File: src/rtl/fetch_stage_pkg.sv
// Shared constants and types for the RV32I fetch stage: next-PC select codes,
// default boot PC and bubble instruction, and the fetch FSM encoding.
package fetch_stage_pkg;

   localparam logic [1:0] PCSEL_REFETCH = 2'b00;
   localparam logic [1:0] PCSEL_ALU     = 2'b01;
   localparam logic [1:0] PCSEL_PLUS4   = 2'b10;

   localparam logic [31:0] DEFAULT_RESET_PC = 32'h0000_2000;
   localparam logic [31:0] DEFAULT_NOP_INST = 32'h0000_0013;

   typedef enum logic {
      BOOT = 1'b0,
      RUN  = 1'b1
   } fetch_state_e;

   function automatic logic [31:0] pc_plus4(input logic [31:0] pc);
      return pc + 32'd4;
   endfunction

endpackage

File: src/rtl/fetch_perf_counters.sv
// Fetch/bubble performance counters; one of the two advances on each enabled
// cycle depending on whether a valid instruction entered the pipeline.
module fetch_perf_counters
   import fetch_stage_pkg::*;
(
   input  logic        clk,
   input  logic        rst_n,
   input  logic        en,
   input  logic        fetch_valid,
   output logic [31:0] fetch_count,
   output logic [31:0] bubble_count
);

   logic [31:0] fetch_q;
   logic [31:0] bubble_q;

   // Both counters wrap silently modulo 2^32.
   always_ff @(posedge clk or negedge rst_n) begin
      if (!rst_n) begin
         fetch_q  <= '0;
         bubble_q <= '0;
      end else if (en) begin
         if (fetch_valid) begin
            fetch_q <= fetch_q + 32'd1;
         end else begin
            bubble_q <= bubble_q + 32'd1;
         end
      end
   end

   assign fetch_count  = fetch_q;
   assign bubble_count = bubble_q;

endmodule

File: src/rtl/fetch_stage.sv
// PC generation and fetch pipeline register for the 3-stage RV32I core,
// including bubble insertion on redirects/boot and stall hold.
module fetch_stage
   import fetch_stage_pkg::*;
#(
   parameter logic [31:0] RESET_PC = DEFAULT_RESET_PC,
   parameter logic [31:0] NOP_INST = DEFAULT_NOP_INST
) (
   input  logic         clk,
   input  logic         rst_n,
   input  logic         stall,
   input  logic [1:0]   pc_sel,
   input  logic [31:0]  alu_target,
   output logic [31:0]  icache_addr,
   output logic         icache_re,
   input  logic [31:0]  icache_dout,
   output logic [31:0]  fetch_pc,
   output logic [31:0]  prev_inst,
   output logic [31:0]  prev_pc,
   output logic [31:0]  fetch_count,
   output logic [31:0]  bubble_count,
   output fetch_state_e fsm_state
);

   fetch_state_e state;
   fetch_state_e next_state;
   logic         fetch_valid;

   always_ff @(posedge clk or negedge rst_n) begin
      if (!rst_n) begin
         state <= BOOT;
      end else begin
         state <= next_state;
      end
   end

   // Stalling re-presents fetch_pc so the synchronous read keeps dout valid.
   always_comb begin
      next_state  = state;
      fetch_valid = 1'b0;
      icache_addr = fetch_pc;
      if (!stall) begin
         if (state == BOOT) begin
            icache_addr = pc_plus4(RESET_PC);
            next_state  = RUN;
         end else begin
            fetch_valid = pc_sel[1];
            case (pc_sel)
               PCSEL_REFETCH: icache_addr = pc_plus4(prev_pc);
               PCSEL_ALU:     icache_addr = alu_target;
               default:       icache_addr = pc_plus4(fetch_pc);
            endcase
         end
      end
      if (!rst_n) begin
         icache_addr = RESET_PC;
      end
   end

   // A redirect or refetch means the word on dout is wrong-path: squash it.
   always_ff @(posedge clk or negedge rst_n) begin
      if (!rst_n) begin
         fetch_pc  <= RESET_PC;
         prev_pc   <= RESET_PC;
         prev_inst <= NOP_INST;
      end else if (!stall) begin
         fetch_pc  <= icache_addr;
         prev_pc   <= fetch_pc;
         prev_inst <= fetch_valid ? icache_dout : NOP_INST;
      end
   end

   fetch_perf_counters u_perf (
      .clk          (clk),
      .rst_n        (rst_n),
      .en           (!stall),
      .fetch_valid  (fetch_valid),
      .fetch_count  (fetch_count),
      .bubble_count (bubble_count)
   );

   assign icache_re = 1'b1;
   assign fsm_state = state;

endmodule

File: config.mk
export PLATFORM = sky130hd
export DESIGN_NAME = fetch_stage
export DESIGN_NICKNAME = d
export VERILOG_FILES = /design/src/rtl/fetch_stage_pkg.sv /design/src/rtl/fetch_perf_counters.sv /design/src/rtl/fetch_stage.sv
export SDC_FILE = /design/constraint.sdc
export NUM_CORES = 1
export LEC_CHECK = 0
export ABC_CLOCK_PERIOD_IN_PS = 7300
export CAP_MARGIN = 20
export CORE_ASPECT_RATIO = 1.75
export CORE_MARGIN = 5
export CORE_UTILIZATION = 48
export CTS_BUF_LIST = sky130_fd_sc_hd__clkbuf_4 sky130_fd_sc_hd__clkbuf_8
export CTS_CLUSTER_DIAMETER = 120
export CTS_CLUSTER_SIZE = 16
export DETAILED_ROUTE_END_ITERATION = 6
export PLACE_DENSITY = 0.9
export SETUP_SLACK_MARGIN = 0.02
export SLEW_MARGIN = 20
export SYNTH_ARGS = -nofsm -noshare
export SYNTH_HDL_FRONTEND = slang
export SYNTH_SLANG_ARGS = --single-unit
File: constraint.sdc
create_clock -name clk -period 7.3 [get_ports clk]
set_input_delay 1.825 -clock clk [delete_from_list [all_inputs] [get_ports clk]]
set_output_delay 1.825 -clock clk [all_outputs]
set_load 0.01 [all_outputs]
==> flow_metrics.py <==
metrics = {
    "final_layout": {
        "final_area_sq_um": 11700,
        "fin_nets": 1130,
        "multi_input_area_sq_um": 4060,
        "fillCellCount": 1201,
        "layout-drive-gt1-share": 0.104,
        "regArea_sq_um": 4040,
        "area_growth_pct": 40.7,
    },
    "clock_tree": {
        "post-cts-setup-buffers": 0,
        "worstSkewPairLatency_ns": 0.46,
        "cts-root-buf": "clkbuf_8",
        "ctsResizeCount": 0,
        "ctsHoldBuffers": 0,
        "clkTransAtPathRegs_ns": 0.09,
        "clockBufferDepth": 2,
        "cts-buffers-inserted": 17,
        "cts_tree": "yes",
        "cts-htree-levels": 4,
        "cts.sinks": 161,
    },
    "place": {
        "dp_hpwl_microns": 20500,
        "place_congestion": 0.950,
        "placed_cell_area_sq_um": 11200,
        "port_buffers": 261,
        "place_ws_ns": 0.297,
    },
    "routing": {
        "wirelength_microns": 27800,
        "final_antenna_net_count": 0,
        "post_drt_wl_per_cell_microns": 21.4,
        "drt_iter0_markers": 593,
        "num_vias": 7726,
        "drc": 0,
        "drtPass1Iterations": 6,
        "viasPerCell": 5.96,
    },
    "worst_setup_path": {
        "crit_family": "simple AND/OR/NAND/NOR gates",
        "cp_data_arrival_time_ns": 5.26,
        "crit_buf_inv": 3,
        "path_class": "input port to primary output",
        "setup.worst_path.end_class": "primary output",
        "crit_required_ns": 5.48,
        "setup.worst_path.start_class": "input port",
        "cpPeakStageDelay_ns": 0.57,
        "crit_chain": "clkdlybuf4s50_1 > buf_12 > or4bb_1 > a222oi_1 > nand3_1 > or4b_1 > a21oi_1 > nor2_1 > clkdlybuf4s50_1",
        "crit_fanout": 32,
        "cp_slowest_cell": "or4b_1",
        "crit_top_cell": "clkdlybuf4s50_1",
    },
    "yosys": {
        "synth_top_area_share": 0.472,
        "ys_top_cells_by_count": "156 x dfrtp_1, 100 x nand2_1, 55 x xnor2_1",
        "async_flop_share": 1.00,
        "syn-num-nets": 868,
        "post-synth-top-area-cell": "dfrtp_1",
        "synth_flop_cell": "dfrtp_1",
        "synth.avg_cell_area_sq_um": 10.4,
        "synth_area_sq_um": 8280,
        "synth_cell_types": 65,
        "synth.most_common_cell": "dfrtp_1",
        "ys_ff_latch": 161,
        "synth_area_leaders": "dfrtp_1 47%, xnor2_1 5.8%, mux2_2 5.4%, nand2_1 4.5%, a22o_1 3.3%",
        "synth_seq_area_share": 0.487,
        "synth_edf_count": 0,
        "netlist_instances": 796,
        "yosysWarnings": 0,
    },
    "timing": {
        "fin_crit_ns": 7.08,
        "finalClockSkew_ns": 0.0168,
        "finalSetupViolations": 0,
        "setup_slack_ns": 0.215,
        "hold_viol_final": 0,
        "maxClockFrequency_mhz": 141,
        "max_slew.worst_pin.slew_ns": 0.893,
        "setup_tns_ns": 0,
        "slew_violations": 0,
        "rsz0062_at_grt": "false",
        "slew-limit-headroom": 0.403,
        "post-route-period-util": 0.971,
    },
    "global_routing": {
        "grt_overflow": 0,
        "grt_pass1_wl_microns": 43500,
        "use_met2": 0.472,
        "grt_use_total": 0.283,
        "busiest_layer": "met2",
        "use_met1": 0.304,
        "first_global_vias": 8084,
        "antenna_found_initial": 1,
        "grt_max_degree": 75,
        "grt_use_met3": 0.0759,
    },
    "flow_run": {
        "max_cap_violations": 0,
    },
    "floorplanning": {
        "boundaryPins": 263,
        "die_h_microns": 184,
        "placementRows": 63,
        "core-area_sq_um": 16900,
        "die_x_microns": 109,
        "die_area_sq_um": 20100,
        "start_util": 0.489,
    },
    "power": {
        "power_mw": 2.27,
        "leakagePower_nw": 4.95,
        "p_per_area_nw_per_um2": 195,
        "ir_drop_mv": 0.139,
    },
    "worst_hold_path": {
        "worst_hold_path_type": "register to register",
    },
    "status": {
        "status": "finished, final reports clean",
    },
}
worst paths after layout:
check                                             from                      end  slack (ns)  depth (start not counted)
worst max-delay path                         pc_sel[0]          icache_addr[22]        0.22                          9
worst min-delay path            u_perf.fetch_count[31]   u_perf.fetch_count[31]        0.48                          1
worst max register to register             prev_pc[13]             fetch_pc[22]        4.44                          6
worst min register to register  u_perf.fetch_count[31]   u_perf.fetch_count[31]        0.48                          1
max in group asynchronous                        rst_n  u_perf.bubble_count[25]        4.97                          2
min in group asynchronous                        rst_n             fetch_pc[30]        1.20                          1
worst reg2reg max path: stages (launching register included):
cell	delay [ns]
dfstp_2	0.58
or4bb_1	0.50
a222oi_1	0.39
nand3_1	0.39
or4b_1	0.57
a21oi_1	0.24
a21oi_1	0.07
routing by layer:
layer | vias up | wire length, microns
met1 | 3717 | 9330
met3 | 140 | 2500
met2 | 440 | 13700
li1 | 3429 | -
met4 | 0 | 2220
met5 | - | 0
sequential cells by signal, summed over array words and instances, names as in the netlist:
register / count
fetch_pc: 32
fsm_state: 1
prev_inst: 32
prev_pc: 32
u_perf.bubble_count: 32
u_perf.fetch_count: 32
cell families (layout without fill, tap and decap cells):
family | count (synthesis) | in the layout | synth area share
DFF | 161 | 161 | 0.487
buffers and inverters | 50 | 323 | 0.0234
muxes | 62 | 62 | 0.0810
and+or+nand+nor | 271 | 271 | 0.169
other | 1 | 2 | 0.000453
AOI/OAI and AO/OA | 164 | 164 | 0.146
xor gates and xnor gates | 84 | 84 | 0.0889
adders and majority gates | 3 | 3 | 0.00453
area by class of cell:
type / instances / area share
Multi-Input combinational cell: 585 / 0.348
Clock inverter: 11 / 0.0154
Timing Repair Buffer: 285 / 0.241
Inverter: 8 / 0.00258
Tap cell: 227 / 0.0244
Clock buffer: 19 / 0.0219
Antenna cell: 1 / 0.000215
Sequential cell: 161 / 0.346
report_power, final:
part | switching [mW] | internal [mW] | leakage (nW)
Sequential | 0.0924 | 0.964 | 2.15
Clock | 0.347 | 0.387 | 0.218
Combinational | 0.220 | 0.258 | 2.59
Total | 0.659 | 1.61 | 4.95
cell usage in the layout, fill, tap and decap left out, drive strengths merged, types with 4 or more instances in the layout:
| master | n |
|---|---|
| a222oi | 10 |
| and2 | 11 |
| nand4bb | 6 |
| o22ai | 4 |
| nand4 | 18 |
| dfstp | 5 |
| nand2b | 4 |
| a21oi | 19 |
| o211ai | 16 |
| o31ai | 5 |
| inv | 10 |
| o21ai | 28 |
| a31oi | 4 |
| and3 | 15 |
| clkinv | 4 |
| a22o | 31 |
| clkbuf | 19 |
| xor2 | 29 |
| mux2i | 22 |
| xnor2 | 55 |
| nor2 | 40 |
| or4bb | 5 |
| and4 | 4 |
| a21o | 5 |
| nand2 | 100 |
| nand3 | 36 |
| a22oi | 16 |
| mux2 | 40 |
| dfrtp | 156 |
| clkdlybuf4s50 | 258 |
| nor3 | 12 |
| bufinv | 4 |
| buf | 27 |
metrics by stage:
stage	cells	utilization	hold WS, ns
floorplan	796	-	0.500
global placement	1266	0.662	0.460
detailed placement	1266	0.662	0.469
CTS	1296	0.687	0.486
global route	1297	0.688	0.507
finish	1297	0.688	0.484
No activity file was read; power rests on OpenSTA's default activity.
